===== src/rtl/axil_target_sequencer_if.sv =====
// Master-facing request/response bus of the target sequencer.
interface axil_target_sequencer_if;
    logic [17:0] raddr;
    logic        rstart;
    logic        rready;
    logic [31:0] rdata;
    logic [1:0]  rresp;
    logic        rvalid;
    logic [17:0] waddr;
    logic        wstart;
    logic        wready;
    logic        bready;
    logic [1:0]  bresp;
    logic        bvalid;

    modport master (
        output raddr, rstart, rready, waddr, wstart, bready,
        input  rdata, rresp, rvalid, wready, bresp, bvalid
    );

    modport slave (
        input  raddr, rstart, rready, waddr, wstart, bready,
        output rdata, rresp, rvalid, wready, bresp, bvalid
    );
endinterface


===== src/rtl/axil_target_sequencer.sv =====
// Bridges single read/write requests onto five strobe/ack targets
// (fc, gt[1:0], wb[1:0]) with one transaction in flight, an ack timeout
// and AXI-style OKAY/SLVERR/DECERR responses.
module axil_target_sequencer #(
    parameter int TIMEOUT_CYCLES = 255
) (
    input  logic                    axilClk,
    input  logic                    axilRst,
    axil_target_sequencer_if.slave  bus,

    output logic                    fc_wstr,
    output logic                    fc_rstr,
    input  logic                    fc_wack,
    input  logic                    fc_rack,
    input  logic [31:0]             fc_din,

    output logic [1:0]              gt_wstr,
    output logic [1:0]              gt_rstr,
    input  logic [1:0]              gt_wack,
    input  logic [1:0]              gt_rack,
    input  logic [63:0]             gt_din,

    output logic [1:0]              wb_wstr,
    output logic [1:0]              wb_rstr,
    input  logic [1:0]              wb_wack,
    input  logic [1:0]              wb_rack,
    input  logic [63:0]             wb_din,

    output logic [15:0]             timeout_count
);

    typedef enum logic [2:0] {
        S_IDLE,
        S_RSTB,
        S_RRESP,
        S_WSTB,
        S_WRESP
    } state_t;

    localparam int          NUM_TGT     = 5;
    localparam logic [1:0]  RESP_OKAY   = 2'b00;
    localparam logic [1:0]  RESP_SLVERR = 2'b10;
    localparam logic [1:0]  RESP_DECERR = 2'b11;
    localparam logic [15:0] TIMER_LAST  = 16'(TIMEOUT_CYCLES - 1);

    state_t               state;
    state_t               state_nxt;

    logic                 rstart_q;
    logic                 read_pending;
    logic                 rstart_rise;
    logic                 read_go;
    logic                 write_go;

    // Target index is addr[11:8] of the transaction in flight.
    logic [3:0]           tgt_q;
    logic                 tgt_valid;
    logic [NUM_TGT-1:0]   tgt_onehot;
    logic [31:0]          din_sel;

    // Strobe vector, bit order: fc, gt[0], gt[1], wb[0], wb[1].
    logic [NUM_TGT-1:0]   stb_q;
    logic [NUM_TGT-1:0]   rack_vec;
    logic [NUM_TGT-1:0]   wack_vec;
    logic [NUM_TGT-1:0]   ack_vec;
    logic                 stb_on;
    logic                 ack_hit;
    logic [15:0]          timer_q;
    logic                 timer_expired;

    logic                 stb_launch;
    logic                 done_ok;
    logic                 done_tmo;
    logic                 done_decerr;

    logic [31:0]          rdata_q;
    logic [1:0]           rresp_q;
    logic [1:0]           bresp_q;
    logic [15:0]          tmo_cnt_q;

    // Address bits outside the decode field carry no meaning here.
    logic                 unused_addr_bits;
    assign unused_addr_bits = ^{bus.raddr[17:12], bus.raddr[7:0],
                                bus.waddr[17:12], bus.waddr[7:0]};

    // Request arbitration: a fresh rstart edge counts as a read start at once.
    assign rstart_rise = bus.rstart & ~rstart_q;
    assign read_go     = read_pending | rstart_rise;
    assign write_go    = bus.wstart & ~read_go;

    assign tgt_valid  = (tgt_q < 4'd5);
    assign tgt_onehot = tgt_valid ? (NUM_TGT'(1) << tgt_q) : '0;

    assign rack_vec = {wb_rack, gt_rack, fc_rack};
    assign wack_vec = {wb_wack, gt_wack, fc_wack};
    assign ack_vec  = (state == S_RSTB) ? rack_vec : wack_vec;
    assign stb_on   = |stb_q;
    // Masking with the strobe keeps acks from unselected targets out.
    assign ack_hit       = |(stb_q & ack_vec);
    assign timer_expired = (timer_q == TIMER_LAST);

    // Read data mux for the selected target.
    always_comb begin
        // NOTE: every signal written here gets a default first so no path infers a latch.
        din_sel = 32'h0;
        case (tgt_q)
            4'd0:    din_sel = fc_din;
            4'd1:    din_sel = gt_din[31:0];
            4'd2:    din_sel = gt_din[63:32];
            4'd3:    din_sel = wb_din[31:0];
            4'd4:    din_sel = wb_din[63:32];
            default: din_sel = 32'h0;
        endcase
    end

    // State register.
    always_ff @(posedge axilClk) begin
        // NOTE: sequential state uses non-blocking assignments so every flop samples pre-edge values.
        if (axilRst) begin
            state <= S_IDLE;
        end else begin
            state <= state_nxt;
        end
    end

    // Next-state logic and per-cycle completion decisions.
    always_comb begin
        state_nxt   = state;
        stb_launch  = 1'b0;
        done_ok     = 1'b0;
        done_tmo    = 1'b0;
        done_decerr = 1'b0;
        case (state)
            S_IDLE: begin
                if (read_go) begin
                    state_nxt = S_RSTB;
                end else if (write_go) begin
                    state_nxt = S_WSTB;
                end
            end
            S_RSTB, S_WSTB: begin
                if (!stb_on) begin
                    if (tgt_valid) begin
                        stb_launch = 1'b1;
                    end else begin
                        done_decerr = 1'b1;
                    end
                end else if (ack_hit) begin
                    done_ok = 1'b1;
                end else if (timer_expired) begin
                    done_tmo = 1'b1;
                end
                if (done_ok || done_tmo || done_decerr) begin
                    state_nxt = (state == S_RSTB) ? S_RRESP : S_WRESP;
                end
            end
            S_RRESP: begin
                if (bus.rready) begin
                    state_nxt = S_IDLE;
                end
            end
            S_WRESP: begin
                if (bus.bready) begin
                    state_nxt = S_IDLE;
                end
            end
            default: state_nxt = S_IDLE;
        endcase
    end

    // Edge detector history; follows rstart through reset.
    always_ff @(posedge axilClk) begin
        // NOTE: left out of reset on purpose so a level held across reset is not seen as a new edge.
        rstart_q <= bus.rstart;
    end

    // Request latch, strobe/timer control, response capture and timeout count.
    always_ff @(posedge axilClk) begin
        if (axilRst) begin
            read_pending <= 1'b0;
            tgt_q        <= 4'd0;
            stb_q        <= '0;
            timer_q      <= 16'd0;
            rdata_q      <= 32'h0;
            rresp_q      <= RESP_OKAY;
            bresp_q      <= RESP_OKAY;
            tmo_cnt_q    <= 16'd0;
        end else begin
            if (state == S_IDLE) begin
                read_pending <= 1'b0;
                if (read_go) begin
                    tgt_q <= bus.raddr[11:8];
                end else if (write_go) begin
                    tgt_q <= bus.waddr[11:8];
                end
            end else if (rstart_rise && (state inside {S_WSTB, S_WRESP})) begin
                read_pending <= 1'b1;
            end

            if (stb_launch) begin
                stb_q   <= tgt_onehot;
                timer_q <= 16'd0;
            end else if (stb_on) begin
                if (done_ok || done_tmo) begin
                    stb_q <= '0;
                end else begin
                    timer_q <= timer_q + 16'd1;
                end
            end

            if (state == S_RSTB) begin
                if (done_ok) begin
                    rdata_q <= din_sel;
                    rresp_q <= RESP_OKAY;
                end else if (done_tmo) begin
                    rdata_q <= 32'hDEAD_DEAD;
                    rresp_q <= RESP_SLVERR;
                end else if (done_decerr) begin
                    rdata_q <= 32'h0;
                    rresp_q <= RESP_DECERR;
                end
            end

            if (state == S_WSTB) begin
                if (done_ok) begin
                    bresp_q <= RESP_OKAY;
                end else if (done_tmo) begin
                    bresp_q <= RESP_SLVERR;
                end else if (done_decerr) begin
                    bresp_q <= RESP_DECERR;
                end
            end

            if (done_tmo && (tmo_cnt_q != 16'hFFFF)) begin
                tmo_cnt_q <= tmo_cnt_q + 16'd1;
            end
        end
    end

    // Output mapping.
    assign bus.rdata  = rdata_q;
    assign bus.rresp  = rresp_q;
    assign bus.rvalid = (state == S_RRESP);
    assign bus.bresp  = bresp_q;
    assign bus.bvalid = (state == S_WRESP);
    assign bus.wready = (state == S_IDLE) & write_go & ~axilRst;

    assign fc_rstr = (state == S_RSTB) & stb_q[0];
    assign gt_rstr = (state == S_RSTB) ? stb_q[2:1] : 2'b00;
    assign wb_rstr = (state == S_RSTB) ? stb_q[4:3] : 2'b00;
    assign fc_wstr = (state == S_WSTB) & stb_q[0];
    assign gt_wstr = (state == S_WSTB) ? stb_q[2:1] : 2'b00;
    assign wb_wstr = (state == S_WSTB) ? stb_q[4:3] : 2'b00;

    assign timeout_count = tmo_cnt_q;

endmodule


===== src/flat_wrapper.sv =====
// flat-port wrapper written by rule: the top's interface ports become plain ports
module axil_target_sequencer_flat 
#(
    parameter int TIMEOUT_CYCLES = 255
)
  (axilClk, axilRst, fc_wstr, fc_rstr, fc_wack, fc_rack, fc_din, gt_wstr, gt_rstr, gt_wack, gt_rack, gt_din, wb_wstr, wb_rstr, wb_wack, wb_rack, wb_din, timeout_count, bus_raddr, bus_rstart, bus_rready, bus_waddr, bus_wstart, bus_bready, bus_rdata, bus_rresp, bus_rvalid, bus_wready, bus_bresp, bus_bvalid);
  axil_target_sequencer_if bus_i ();
  input  logic axilClk;
  input  logic axilRst;
  output logic fc_wstr;
  output logic fc_rstr;
  input  logic fc_wack;
  input  logic fc_rack;
  input  logic [31:0] fc_din;
  output logic [1:0] gt_wstr;
  output logic [1:0] gt_rstr;
  input  logic [1:0] gt_wack;
  input  logic [1:0] gt_rack;
  input  logic [63:0] gt_din;
  output logic [1:0] wb_wstr;
  output logic [1:0] wb_rstr;
  input  logic [1:0] wb_wack;
  input  logic [1:0] wb_rack;
  input  logic [63:0] wb_din;
  output logic [15:0] timeout_count;
  input wire logic [$bits(bus_i.raddr)-1:0] bus_raddr;
  input wire logic [$bits(bus_i.rstart)-1:0] bus_rstart;
  input wire logic [$bits(bus_i.rready)-1:0] bus_rready;
  input wire logic [$bits(bus_i.waddr)-1:0] bus_waddr;
  input wire logic [$bits(bus_i.wstart)-1:0] bus_wstart;
  input wire logic [$bits(bus_i.bready)-1:0] bus_bready;
  output wire logic [$bits(bus_i.rdata)-1:0] bus_rdata;
  output wire logic [$bits(bus_i.rresp)-1:0] bus_rresp;
  output wire logic [$bits(bus_i.rvalid)-1:0] bus_rvalid;
  output wire logic [$bits(bus_i.wready)-1:0] bus_wready;
  output wire logic [$bits(bus_i.bresp)-1:0] bus_bresp;
  output wire logic [$bits(bus_i.bvalid)-1:0] bus_bvalid;
  assign bus_i.raddr = bus_raddr;
  assign bus_i.rstart = bus_rstart;
  assign bus_i.rready = bus_rready;
  assign bus_i.waddr = bus_waddr;
  assign bus_i.wstart = bus_wstart;
  assign bus_i.bready = bus_bready;
  assign bus_rdata = bus_i.rdata;
  assign bus_rresp = bus_i.rresp;
  assign bus_rvalid = bus_i.rvalid;
  assign bus_wready = bus_i.wready;
  assign bus_bresp = bus_i.bresp;
  assign bus_bvalid = bus_i.bvalid;
  axil_target_sequencer #(.TIMEOUT_CYCLES(TIMEOUT_CYCLES)) u_core (.axilClk(axilClk), .axilRst(axilRst), .bus(bus_i), .fc_wstr(fc_wstr), .fc_rstr(fc_rstr), .fc_wack(fc_wack), .fc_rack(fc_rack), .fc_din(fc_din), .gt_wstr(gt_wstr), .gt_rstr(gt_rstr), .gt_wack(gt_wack), .gt_rack(gt_rack), .gt_din(gt_din), .wb_wstr(wb_wstr), .wb_rstr(wb_rstr), .wb_wack(wb_wack), .wb_rack(wb_rack), .wb_din(wb_din), .timeout_count(timeout_count));
endmodule

===== config.mk =====
export PLATFORM = sky130hd
export DESIGN_NAME = axil_target_sequencer_flat
export DESIGN_NICKNAME = d
export VERILOG_FILES = /design/src/rtl/axil_target_sequencer_if.sv /design/src/rtl/axil_target_sequencer.sv /design/src/flat_wrapper.sv
export SDC_FILE = /design/constraint.sdc
export NUM_CORES = 1
export LEC_CHECK = 0
export ABC_AREA = 0
export ABC_CLOCK_PERIOD_IN_PS = 6100
export CAP_MARGIN = 20
export CORE_MARGIN = 2
export CORE_UTILIZATION = 43
export CTS_CLUSTER_DIAMETER = 120
export DETAILED_ROUTE_END_ITERATION = 6
export PLACE_DENSITY = 0.83
export SLEW_MARGIN = 30
export SYNTH_ARGS = -nofsm -noshare
export SYNTH_HDL_FRONTEND = slang
export SYNTH_SLANG_ARGS = --single-unit
export TNS_END_PERCENT = 30

===== constraint.sdc =====
create_clock -name axilClk -period 6.1 [get_ports axilClk]
set_input_delay 0.61 -clock axilClk [delete_from_list [all_inputs] [get_ports axilClk]]
set_output_delay 0.61 -clock axilClk [all_outputs]
set_load 0.1 [all_outputs]

==> run summary, run 1 <==
Pwr dens = 333 nW/um^2
Peak supply drop = 0.255 mV
Final Hold Viols = 0
Clock Tree Buf Depth = 2
Clk sink count = 82
DIE AREA = 13000 sq um
Max cap viols = 0
Synth Net Count = 848
Post-Route WL = 20.5 mm
Compound-Gate Fraction of Synth Area = 30.1%
Top Family by Delay on Critical Path = buffers and inverters
Met2 Usage GRT = 52.1%
Row cnt = 40
Largest net degree at the start of global routing = 82
R2r setup slk = 3.30 ns
Root Buffer = clkbuf_16
Core area = 11900 sq um
Mean post-synth cell area = 8.25 sq um
Nets = 1062
Syn-to-layout area delta = 55.4%
# fillers = 938
Post-synth EDFFs = 0
Setup TNS = 0 ns
Register area share after synthesis = 31.4%
Busiest grt layer = met2
Clock transition at path regs = 0.06 ns
GRT Overall Usage = 30.0%
Cells after Synth = 633
Hold Buf Count CTS = 0
Most frequent CP cell = clkdlybuf4s50_1
Mux share of post-synthesis cell area = 10.2%
Mapped Area = 5220 sq um
Crit path buf inv count = 2
Layout Utilization = 68.1%
Global route total overflow = 0
Post-Place Worst Slack = 2.37 ns
Initial antenna violation count = 1
Die W = 114 microns
CP startpoint kind = input port
Hold crit path type = register to register
Clk_skew = 0.00969 ns
Post-synth top area cell = dfxtp_1
First-pass GRT wire length = 30.7 mm
Dpl hpwl = 15.4 mm
Largest family of logic cells by synthesized area = compound AO/OA/AOI/OAI gates
Fmax = 0.265 GHz
Routed Antenna Nets = 0
CP Cell Sequence = clkdlybuf4s50_1, nor2b_1, nor2_1, and4b_1, clkdlybuf4s50_1
1st-iter DRT viols = 694
Vias in the first global route = 5800
Status = completed
Via Count = 6112
Leakage = 2.80 nW
Final Critical Period = 3.77 ns
CTS tree = built
Top-Level Pins = 277
Adder-Cell Fraction of Synth Area = 0.719%
Worst path required time = 5.49 ns
Max-slew violations = 0
Crit path DAT = 3.16 ns
YS warnings = 0
Synth unique cells = 61
Share of the synthesized area in the top cell type = 31.4%
Post-synthesis async set-or-reset flop share = 0%
Tcrit/Tclk final = 61.8%
Port Buffers = 248
Clock Latency Late Sink = 0.33 ns
Prevailing post-synth register cell = dfxtp_1
#FFs+latches synth = 82
H-tree levels = 3
CP Max Fanout = 7
GR Util met1 = 36.6%
Unrepaired setup endpoints after global routing = false
DRT Pass-1 Iters = 6
Via density = 6.11
Worst Setup End Kind = primary output
GR Util met3 = 6.35%
Initial Utilization = 43.8%
GP Congestion = 0.876
Max-Slew Margin vs Limit = 29.6%
XOR/XNOR share of the synthesized area = 0.503%
Number of setup violations in the final report = 0
Final worst slack = 2.33 ns
CP max-delay cell = clkdlybuf4s50_1
Share of layout cells above drive strength 1 = 7.86%
CP Class = input port to primary output
Die Span Y = 114 microns
Top cells by area, synth = dfxtp_1 31%, mux2_2 5.4%, a21oi_1 5.2%
Post-CTS Resized = 0
Post-DR wirelength/cell = 20.4 microns
CP max stage delay = 1.16 ns
CTS buffer count = 9
Number of setup buffers added after CTS = 0
DR DRC count = 0
Worst-Margin Slew = 1.05 ns
Post-Synth Simple-Gate Area = 20.3%
==> final timing paths <==
kind / from / to / depth (start not counted)
max reg2reg: u_core.state[0] / u_core.timeout_count[8] / 5
max: bus_rstart / bus_wready / 5
min: u_core.bus.rdata[11] / u_core.bus.rdata[11] / 2
min reg2reg: u_core.bus.rdata[11] / u_core.bus.rdata[11] / 2
==> cell usage after synthesis (all sizes together) (13+ instances only) <==
cell type  count
a211oi        27
a21oi         55
a222oi        13
a22oi         35
buf           18
clkbuf        34
dfxtp         82
inv           35
mux2          25
mux2i         25
nand2         33
nand2b        18
nand3         14
nor2          27
o21ai         35
o31ai         20
or4           19
==> registers in the layout (all words and copies together) (netlist names) <==
| signal | cells |
|---|---|
| u_core.bus.rdata | 32 |
| u_core.timeout_count | 16 |
| u_core.timer_q | 16 |
| u_core.stb_q | 5 |
| u_core.tgt_q | 4 |
| u_core.state | 3 |
| u_core.bus.bresp | 2 |
| u_core.bus.rresp | 2 |
| u_core.read_pending | 1 |
| u_core.rstart_q | 1 |
==> power breakdown <==
part | internal [mW] | switching (mW)
sequential | 0.607 | 0.0926
clock | 0.339 | 0.218
combinational | 0.504 | 0.942
==> cell type report <==
type	count	area (sq um)	share of cell area (%)
multi-input combinational	464	3310	40.7
timing repair buffer	255	2540	31.3
clock buffer	12	256	3.16
sequential	82	1640	20.2
clock inverter	4	50.0	0.617
inverter	35	131	1.62
tap	147	184	2.27
antenna	2	5.00	0.0617
==> per-layer routing <==
| metal | wire length [microns] | part of all wire (%) | up-vias |
|---|---|---|---|
| met5 | 0 | 0 | - |
| met4 | 548 | 2.7 | 0 |
| met3 | 1390 | 6.8 | 35 |
| met2 | 10500 | 51 | 288 |
| met1 | 8060 | 39 | 2937 |
| li1 | - | - | 2852 |
==> layout by cell type (no fill, tap or decap), drive strengths merged, types with 19 or more instances in the layout <==
| cell | n |
|---|---|
| a21oi | 55 |
| o31ai | 20 |
| nor2 | 27 |
| inv | 35 |
| mux2i | 25 |
| o21ai | 35 |
| nand2 | 33 |
| a211oi | 27 |
| clkdlybuf4s50 | 245 |
| a22oi | 35 |
| dfxtp | 82 |
| or4 | 19 |
| mux2 | 25 |
==> through the flow <==
| step | area [sq um] | cells | total power, mW | hold slack [ns] |
|---|---|---|---|---|
| finish | 8110 | 1001 | 2.70 | 0.454 |
| global route | 8110 | 1000 | 2.82 | 0.481 |
| CTS | 8090 | 999 | 2.69 | 0.457 |
| detailed placement | 7780 | 983 | 2.13 | 0.445 |
| global placement | 7760 | 982 | 2.09 | 0.443 |
| floorplan | 5220 | 633 | 1.69 | 0.448 |
==> worst reg2reg max path: stages (launching register included) <==
cell,delay [ns]
dfxtp_1,0.53
nor3b_4,0.55
and3_2,0.37
o2111ai_4,0.34
a2111oi_0,0.52
mux2_2,0.38
==> kinds of logic after synthesis <==
family          count (synthesis)
compound gates                226
simple gates                  182
buf+inv                        87
flops                          82
mux                            50
xor+xnor                        3
fa+ha+maj                       3
Power figures use the tool's default switching activity.
==> run 2: changes to the inputs <==
- ABC_CLOCK_PERIOD_IN_PS: 6100 -> 3200
- CORE_UTILIZATION: 43 -> 36
- PLACE_DENSITY: 0.83 -> 0.73
- clock period: 6.1 -> 3.2 ns (I/O delays scaled with it)
==> run 2 against run 1 <==
Effect of this change:
- the run now ends with design-rule violations left
- core utilization is 11 points lower
- first-iteration DRC count is 30% lower
- die area is 19% higher
- critical path depth is 2 higher
- flip-flop and latch count stayed put
- register-to-register slack worse by 2.7 ns
- combinational power is 91% higher
- global-route usage is 5.1 points lower
- power is 90% higher
- via count is 1.8% lower
- clock skew is 0.0016 ns lower
- largest cell class unchanged
==> run summary, run 2 (synthesized netlist as in run 1, its figures left out) <==
Status = finished with violations
Failing checks = design-rule violations
1st-iter DRT viols = 484
Layout Utilization = 57.1%
Worst hold slack = 0.454 ns
Worst path required time = 3.43 ns
Post-Place Worst Slack = 0.381 ns
Number of setup buffers added after CTS = 0
GRT Overall Usage = 24.9%
Worst Setup End Kind = register
Post-DR wirelength/cell = 19.0 microns
GP Congestion = 0.955
Most common cell after layout, fill and taps aside = clkdlybuf4s50_1
DRT Pass-1 Iters = 7
Commonest non-fill, non-tap cells in the layout = 229 x clkdlybuf4s50_1, 82 x dfxtp_1, 54 x a21oi_1
Fmax = 0.383 GHz
Max-slew violations = 0
Share of layout cells above drive strength 1 = 11.0%
Routed Antenna Nets = 0
Reg2reg path depth = 7
Via Count = 6000
Clk_skew = 0.00812 ns
DIE AREA = 15500 sq um
CP startpoint kind = register
Die W = 124 microns
Row cnt = 44
CP Cell Sequence = inv_1, ha_1, nor4b_1, and3_1, o2111ai_4, a2111oi_0, mux2_2
Crit path buf inv count = 1
Unrepaired setup endpoints after global routing = false
CTS tree = built
Post-Place Cells = 1035
Clock Latency Late Sink = 0.34 ns
CP Class = register to register
Reg-to-Reg End = u_core.timeout_count[8]
Number of flip-flops in the largest register = 32
Setup TNS = 0 ns
Max cap viols = 0
Core area = 14400 sq um
Final worst slack = 0.592 ns
Peak supply drop = 0.414 mV
Largest net degree at the start of global routing = 55
Hold crit path type = register to register
DR DRC count = 3
CTS buffer count = 9
CP Max Fanout = 11
Hold path depth = 2
CP max-delay cell = a2111oi_0
Max-Slew Margin vs Limit = 30.8%
Clk sink count = 82
Top Family by Delay on Critical Path = compound AO/OA/AOI/OAI gates
Final Non-Filler Cells = 1057
Hold Buf Count CTS = 0
R2r setup slk = 0.59 ns
First-pass GRT wire length = 30.9 mm
Leakage = 2.88 nW
Worst Hold Path EP = u_core.bus.rdata[30]
Initial antenna violation count = 6
Dpl hpwl = 15.6 mm
Worst-Margin Slew = 1.03 ns
Nets = 1077
Crit path DAT = 2.83 ns
Syn-to-layout area delta = 57.1%
Clock Tree Buf Depth = 2
Vias in the first global route = 5673
Port Buffers = 248
Reg2reg start = u_core.timer_q[0]
Clock transition at path regs = 0.06 ns
Tcrit/Tclk final = 81.5%
H-tree levels = 3
Top-Level Pins = 277
Via density = 5.68
Number of setup violations in the final report = 0
Root Buffer = clkbuf_16
Post-Route WL = 20.1 mm
Post-CTS Resized = 0
Final Critical Period = 2.61 ns
Die Span Y = 124 microns
Initial Utilization = 36.3%
Pwr dens = 627 nW/um^2
Global route total overflow = 0
Final Hold Viols = 0
Hold Path Origin = u_core.bus.rdata[30]
CP max stage delay = 0.62 ns
[run 2: worst max path at each step]
stage | startpoint | endpoint | slack, ns | depth (start not counted)
6_report | u_core.timer_q[0] | u_core.timeout_count[8] | 0.59 | 7
5_1_grt | u_core.timer_q[1] | u_core.timeout_count[11] | 0.38 | 7
4_1_cts | u_core.timer_q[0] | u_core.timeout_count[8] | 0.64 | 7
3_5_place_dp | gt_wack[0] | u_core.timeout_count[8] | 0.38 | 6
3_3_place_gp | fc_rack | u_core.timeout_count[11] | 0.43 | 7
2_1_floorplan | u_core.state[1] | bus_rvalid | 0.09 | 3
[run 2: report_power, final]
group	internal [mW]	total (mW)	switching, mW
clock	0.624	1.04	0.418
sequential	1.16	1.33	0.177
combinational	0.981	2.77	1.79
total	2.76	5.14	2.38
[run 2: layout make-up]
class	instances	area, sq um
timing repair buffer	270	2610
sequential	82	1640
clock buffer	11	243
clock inverter	5	53.8
tap	184	230
multi-input combinational	464	3270
fill	1332	6170
inverter	35	131
antenna	6	15.0
[run 2: metrics by stage]
stage	instance area [sq um]	power, mW
floorplan	5220	3.22
global placement	7910	4.10
detailed placement	7900	4.11
CTS	8200	5.17
global route	8200	5.40
finish	8200	5.14
[run 2: per-layer routing]
layer,global-route usage [%],vias up,wire length [microns]
met5,0,-,0
met4,10.2,0,457
met3,6.36,25,1480
met2,40.6,266,9810
met1,31.4,2821,8390
li1,-,2888,-
[run 2: worst min-delay path, cell delays in order (launching register included)]
cell and delay, ns:
dfxtp_1 0.31, inv_1 0.05, a211oi_1 0.05
==> RTL edit 1: new RTL, config.mk and constraints of run 1 <==
Compare `timer_q` against `TIMER_LAST` with >= in place of ==.
--- a/src/rtl/axil_target_sequencer.sv
+++ b/src/rtl/axil_target_sequencer.sv
@@ -97,7 +97,7 @@
     assign stb_on   = |stb_q;
     // Masking with the strobe keeps acks from unselected targets out.
     assign ack_hit       = |(stb_q & ack_vec);
-    assign timer_expired = (timer_q == TIMER_LAST);
+    assign timer_expired = (timer_q >= TIMER_LAST);
 
     // Read data mux for the selected target.
     always_comb begin
Function: same outputs for any inputs over 10 cycles, from zero or initial values and one cycle with axilRst high; that may be too few to reach the edited logic, so the function may still have changed.
==> RTL edit 1 against run 1 <==
  * Combinational power shrank 19%
  * Wire length fell by 5.8%
  * Final area down 3.4%
  * Count of clock-buffer cells in the layout fell by 3
  * Area after synthesis fell by 3.7%
  * Final cell count decreased by 1.3%
  * Sequential cell count did not move
  * Total power down 12%
  * Worst setup slack worse by 0.15 ns
  * Critical path type unchanged
==> RTL edit 1: results (changes against run 1) <==
| Metric | Value |
|---|---|
| Status | `complete, no violations (unchanged)` |
| Met3 global-route usage | `9.67% (was 6.35%)` |
| Via count | `5828 (was 6112)` |
| Signal buffers | `252 (was 255)` |
| Layout cells sized above 1 | `8.10% (was 7.86%)` |
| Layout fillers | `912 (was 938)` |
| XOR/XNOR Fraction of Synth Area | `4.71% (was 0.503%)` |
| ANT cells | `6 (was 2)` |
| Antenna violations before repair | `6 (was 1)` |
| Largest stage delay on the critical path | `1.19 ns (was 1.16 ns)` |
| Iteration-0 DRC Markers | `376 (was 694)` |
| Global-route met1 utilization | `33.5% (was 36.6%)` |
| PnR worst setup slack | `2.18 ns (was 2.33 ns)` |
| Num sequential | `82 (unchanged)` |
| Metal3 WL | `1760 microns (was 1390 microns)` |
| First-pass GRT wire length | `30500 microns (was 30700 microns)` |
| GRT Overall Usage | `30.2% (was 30.0%)` |
| GR Util met2 | `52.4% (was 52.1%)` |
| Multi-input gate area | `0.00316 sq mm (was 0.00331 sq mm)` |
| Mux share of post-synthesis cell area | `10.1% (was 10.2%)` |
| Flop-to-flop setup slack | `3.31 ns (was 3.30 ns)` |
| Hold Path End | `u_core.bus.bresp[1] (was u_core.bus.rdata[11])` |
| Worst R2R Path Depth | `7 (was 5)` |
| Leak Pwr | `2.77 nW (was 2.80 nW)` |
| Seq area share | `21.0% (was 20.2%)` |
| Seq/Total Area, Yosys | `32.7% (was 31.4%)` |
| Compound-Gate Fraction of Synth Area | `21.4% (was 30.1%)` |
[RTL edit 1: cell count changes after synthesis, sizes merged, moves of 19 or more]
| cell | change |
|---|---|
| nor3 | +29 |
| o22ai | +25 |
| inv | -23 |
| o21ai | -30 |
| a211oi | -19 |
| nor2 | +62 |
| o31ai | -19 |
[RTL edit 1: power by group]
group,leakage [nW],internal (mW),switching (mW)
clock,0.140,0.289,0.254
sequential,0.665,0.593,0.0791
combinational,1.97,0.425,0.745
[RTL edit 1: stage by stage]
step           util, %  instance area, sq um  cells
2_1_floorplan        -                  5020    620
3_5_place_dp      65.9                  7520    966
3_3_place_gp      65.8                  7510    966
6_report          68.7                  7840    988
4_1_cts           68.5                  7820    982
5_1_grt           68.7                  7840    988
[RTL edit 1: worst register-to-register path, cell delays in order (launching register included)]
cell and delay, ns:
dfxtp_2 0.31, buf_4 0.53, nor2b_2 0.57, buf_4 0.32, and2_0 0.49, a221o_1 0.24
nand3_1 0.08, a21oi_1 0.17
==> RTL edit 2: new RTL, config.mk and constraints of run 1 <==
Without the edit above. `TIMEOUT_CYCLES` is set to 255 in 2 places; all go to 128.
--- a/src/rtl/axil_target_sequencer.sv
+++ b/src/rtl/axil_target_sequencer.sv
@@ -2,7 +2,7 @@
 // (fc, gt[1:0], wb[1:0]) with one transaction in flight, an ack timeout
 // and AXI-style OKAY/SLVERR/DECERR responses.
 module axil_target_sequencer #(
-    parameter int TIMEOUT_CYCLES = 255
+    parameter int TIMEOUT_CYCLES = 128
 ) (
     input  logic                    axilClk,
     input  logic                    axilRst,
--- a/src/flat_wrapper.sv
+++ b/src/flat_wrapper.sv
@@ -1,7 +1,7 @@
 // flat-port wrapper written by rule: the top's interface ports become plain ports
 module axil_target_sequencer_flat 
 #(
-    parameter int TIMEOUT_CYCLES = 255
+    parameter int TIMEOUT_CYCLES = 128
 )
   (axilClk, axilRst, fc_wstr, fc_rstr, fc_wack, fc_rack, fc_din, gt_wstr, gt_rstr, gt_wack, gt_rack, gt_din, wb_wstr, wb_rstr, wb_wack, wb_rack, wb_din, timeout_count, bus_raddr, bus_rstart, bus_rready, bus_waddr, bus_wstart, bus_bready, bus_rdata, bus_rresp, bus_rvalid, bus_wready, bus_bresp, bus_bvalid);
   axil_target_sequencer_if bus_i ();
Check against the original RTL: no difference found for any inputs over 4 cycles, from zero or initial values and one cycle with axilRst high; that may be too few to reach the edited logic, so the function may still have changed.
==> RTL edit 2 against run 1 <==
  * The flow now finishes with violations (design-rule violations)
  * Global-route usage down 0.39 points
  * Worst setup slack better by 0.084 ns
  * Area after synthesis down 1.9%
  * Wire length down 4.3%
  * Final area down 2.4%
  * Largest cell class unchanged
  * Sequential cell count unchanged
  * Fmax up 2.3%
  * Total power down 9.1%
==> RTL edit 2: results (changes against run 1) <==
| Metric | Value |
|---|---|
| Hold wc startpoint | `u_core.bus.bresp[1] (was u_core.bus.rdata[11])` |
| Total Power | `2.46 mW (was 2.70 mW)` |
| Iteration-0 DRC Markers | `475 (was 694)` |
| Reg2Reg Launch Point | `u_core.state[1] (was u_core.state[0])` |
| Via count | `6081 (was 6112)` |
| Synth unique cells | `63 (was 61)` |
| PortBufs | `248 (unchanged)` |
| Layout fillers | `920 (was 938)` |
| Leak Pwr | `2.67 nW (was 2.80 nW)` |
| DP Wirelength | `14700 microns (was 15400 microns)` |
| Flop-to-flop setup slack | `3.27 ns (was 3.30 ns)` |
| Sequential power share | `28.0% (was 25.9%)` |
| Global-route met1 utilization | `34.5% (was 36.6%)` |
| Seq/Total Area, Yosys | `32.1% (was 31.4%)` |
| GR Util met2 | `50.6% (was 52.1%)` |
| Multi-input gate area | `0.00327 sq mm (was 0.00331 sq mm)` |
| Drt wl/cell | `20.0 microns (was 20.4 microns)` |
| Pint | `1.31 mW (was 1.45 mW)` |
| Clock net power | `527 uW (was 557 uW)` |
| Mapped Nets | `836 (was 848)` |
| Met1 Wirelength | `7450 microns (was 8060 microns)` |
| Worst-Margin Slew | `1.05 ns (about the same)` |
| Vias in the first global route | `5974 (was 5800)` |
| Routed met2 length | `9560 microns (was 10500 microns)` |
| Top cells by count, synth | `dfxtp_1 (82), a21oi_1 (53), nand2_1 (46) (was dfxtp_1 (82), a21oi_1 (54), a22oi_1 (35), inv_1 (35))` |
| Layout cells sized above 1 | `6.72% (was 7.86%)` |
| Largest stage delay on the critical path | `1.14 ns (was 1.16 ns)` |
| Max VDD drop | `0.194 mV (was 0.255 mV)` |
| Post-CTS Setup Inserts | `0 (unchanged)` |
| Placer Congestion | `0.919 (was 0.876)` |
| Metal3 WL | `1620 microns (was 1390 microns)` |
| Failing checks | `design-rule violations` |
| CP arrival | `3.07 ns (was 3.16 ns)` |
| Worst Skew | `0.00929 ns (was 0.00969 ns)` |
| Placed Instance Area | `0.00760 sq mm (was 0.00778 sq mm)` |
| Area contributors post-synth | `dfxtp_1 (32%), mux2i_1 (8.2%), a21oi_1 (5.2%) (was dfxtp_1 (31%), mux2_2 (5.4%), a21oi_1 (5.2%))` |
| Antenna violations before repair | `2 (was 1)` |
| Number of H-tree levels | `3 (unchanged)` |
| Largest net degree at the start of global routing | `55 (was 82)` |
| Remaining DRCs | `8 (was 0)` |
| CP max FO | `8 (was 7)` |
| GRT Overall Usage | `29.6% (was 30.0%)` |
| Status | `finished, violations left (was complete, no violations)` |
| DR pass1 iterations | `7 (was 6)` |
| Initial Util | `44.5% (was 43.8%)` |
| Final nets | `1042 (was 1062)` |
| First-pass GRT wire length | `30400 microns (was 30700 microns)` |
| Met3 global-route usage | `7.45% (was 6.35%)` |
## RTL edit 2: cell types whose count changed in the layout (fill, tap and decap cells not counted), sizes merged, moves of 11 or more
| cell | before | now |
|---|---|---|
| mux2i | 25 | 42 |
| nand2 | 33 | 46 |
| o21ai | 35 | 14 |
| nor3 | 10 | 26 |
| mux2 | 25 | 5 |
| a22oi | 35 | 20 |
| inv | 35 | 13 |
| a222oi | 13 | 2 |
| o221ai | 0 | 19 |
## RTL edit 2: cell type report
| class | count | share of cell area (%) |
|---|---|---|
| sequential | 82 | 20.8 |
| timing repair buffer | 254 | 31.7 |
| antenna | 2 | 0.0632 |
| inverter | 9 | 0.427 |
| multi-input combinational | 472 | 41.2 |
| clock inverter | 7 | 0.758 |
| tap | 143 | 2.26 |
| clock buffer | 9 | 2.84 |
## RTL edit 2: path summary, 6_finish.rpt
| kind | to | depth (start not counted) |
|---|---|---|
| min | u_core.bus.bresp[1] | 2 |
| min reg2reg | u_core.bus.bresp[1] | 2 |
| max | bus_wready | 4 |
| max reg2reg | u_core.bus.rdata[7] | 5 |
## RTL edit 2: metrics by stage
| step | setup WS (ns) | instances |
|---|---|---|
| final | 2.42 | 978 |
| after global routing | 2.34 | 978 |
| after CTS | 2.23 | 976 |
| after detailed placement | 2.24 | 960 |
| after global placement | 2.27 | 960 |
| after floorplan | 2.42 | 622 |
## RTL edit 2: logic make-up after synthesis
kind of cell | share of synthesized area, %
flip-flops | 32.1
AND/OR/NAND/NOR | 22.4
multiplexers | 9.31
buffers and inverters | 5.47
AO/OA/AOI/OAI | 30.3
adder cells (fa/ha/maj) | 0.489
## RTL edit 2: critical path, delay by kind of cell
kind | cells | cell delay (ns)
AOI/OAI and AO/OA | 1 | 0.59
buffers and inverters | 2 | 1.61
and+or+nand+nor | 1 | 0.26
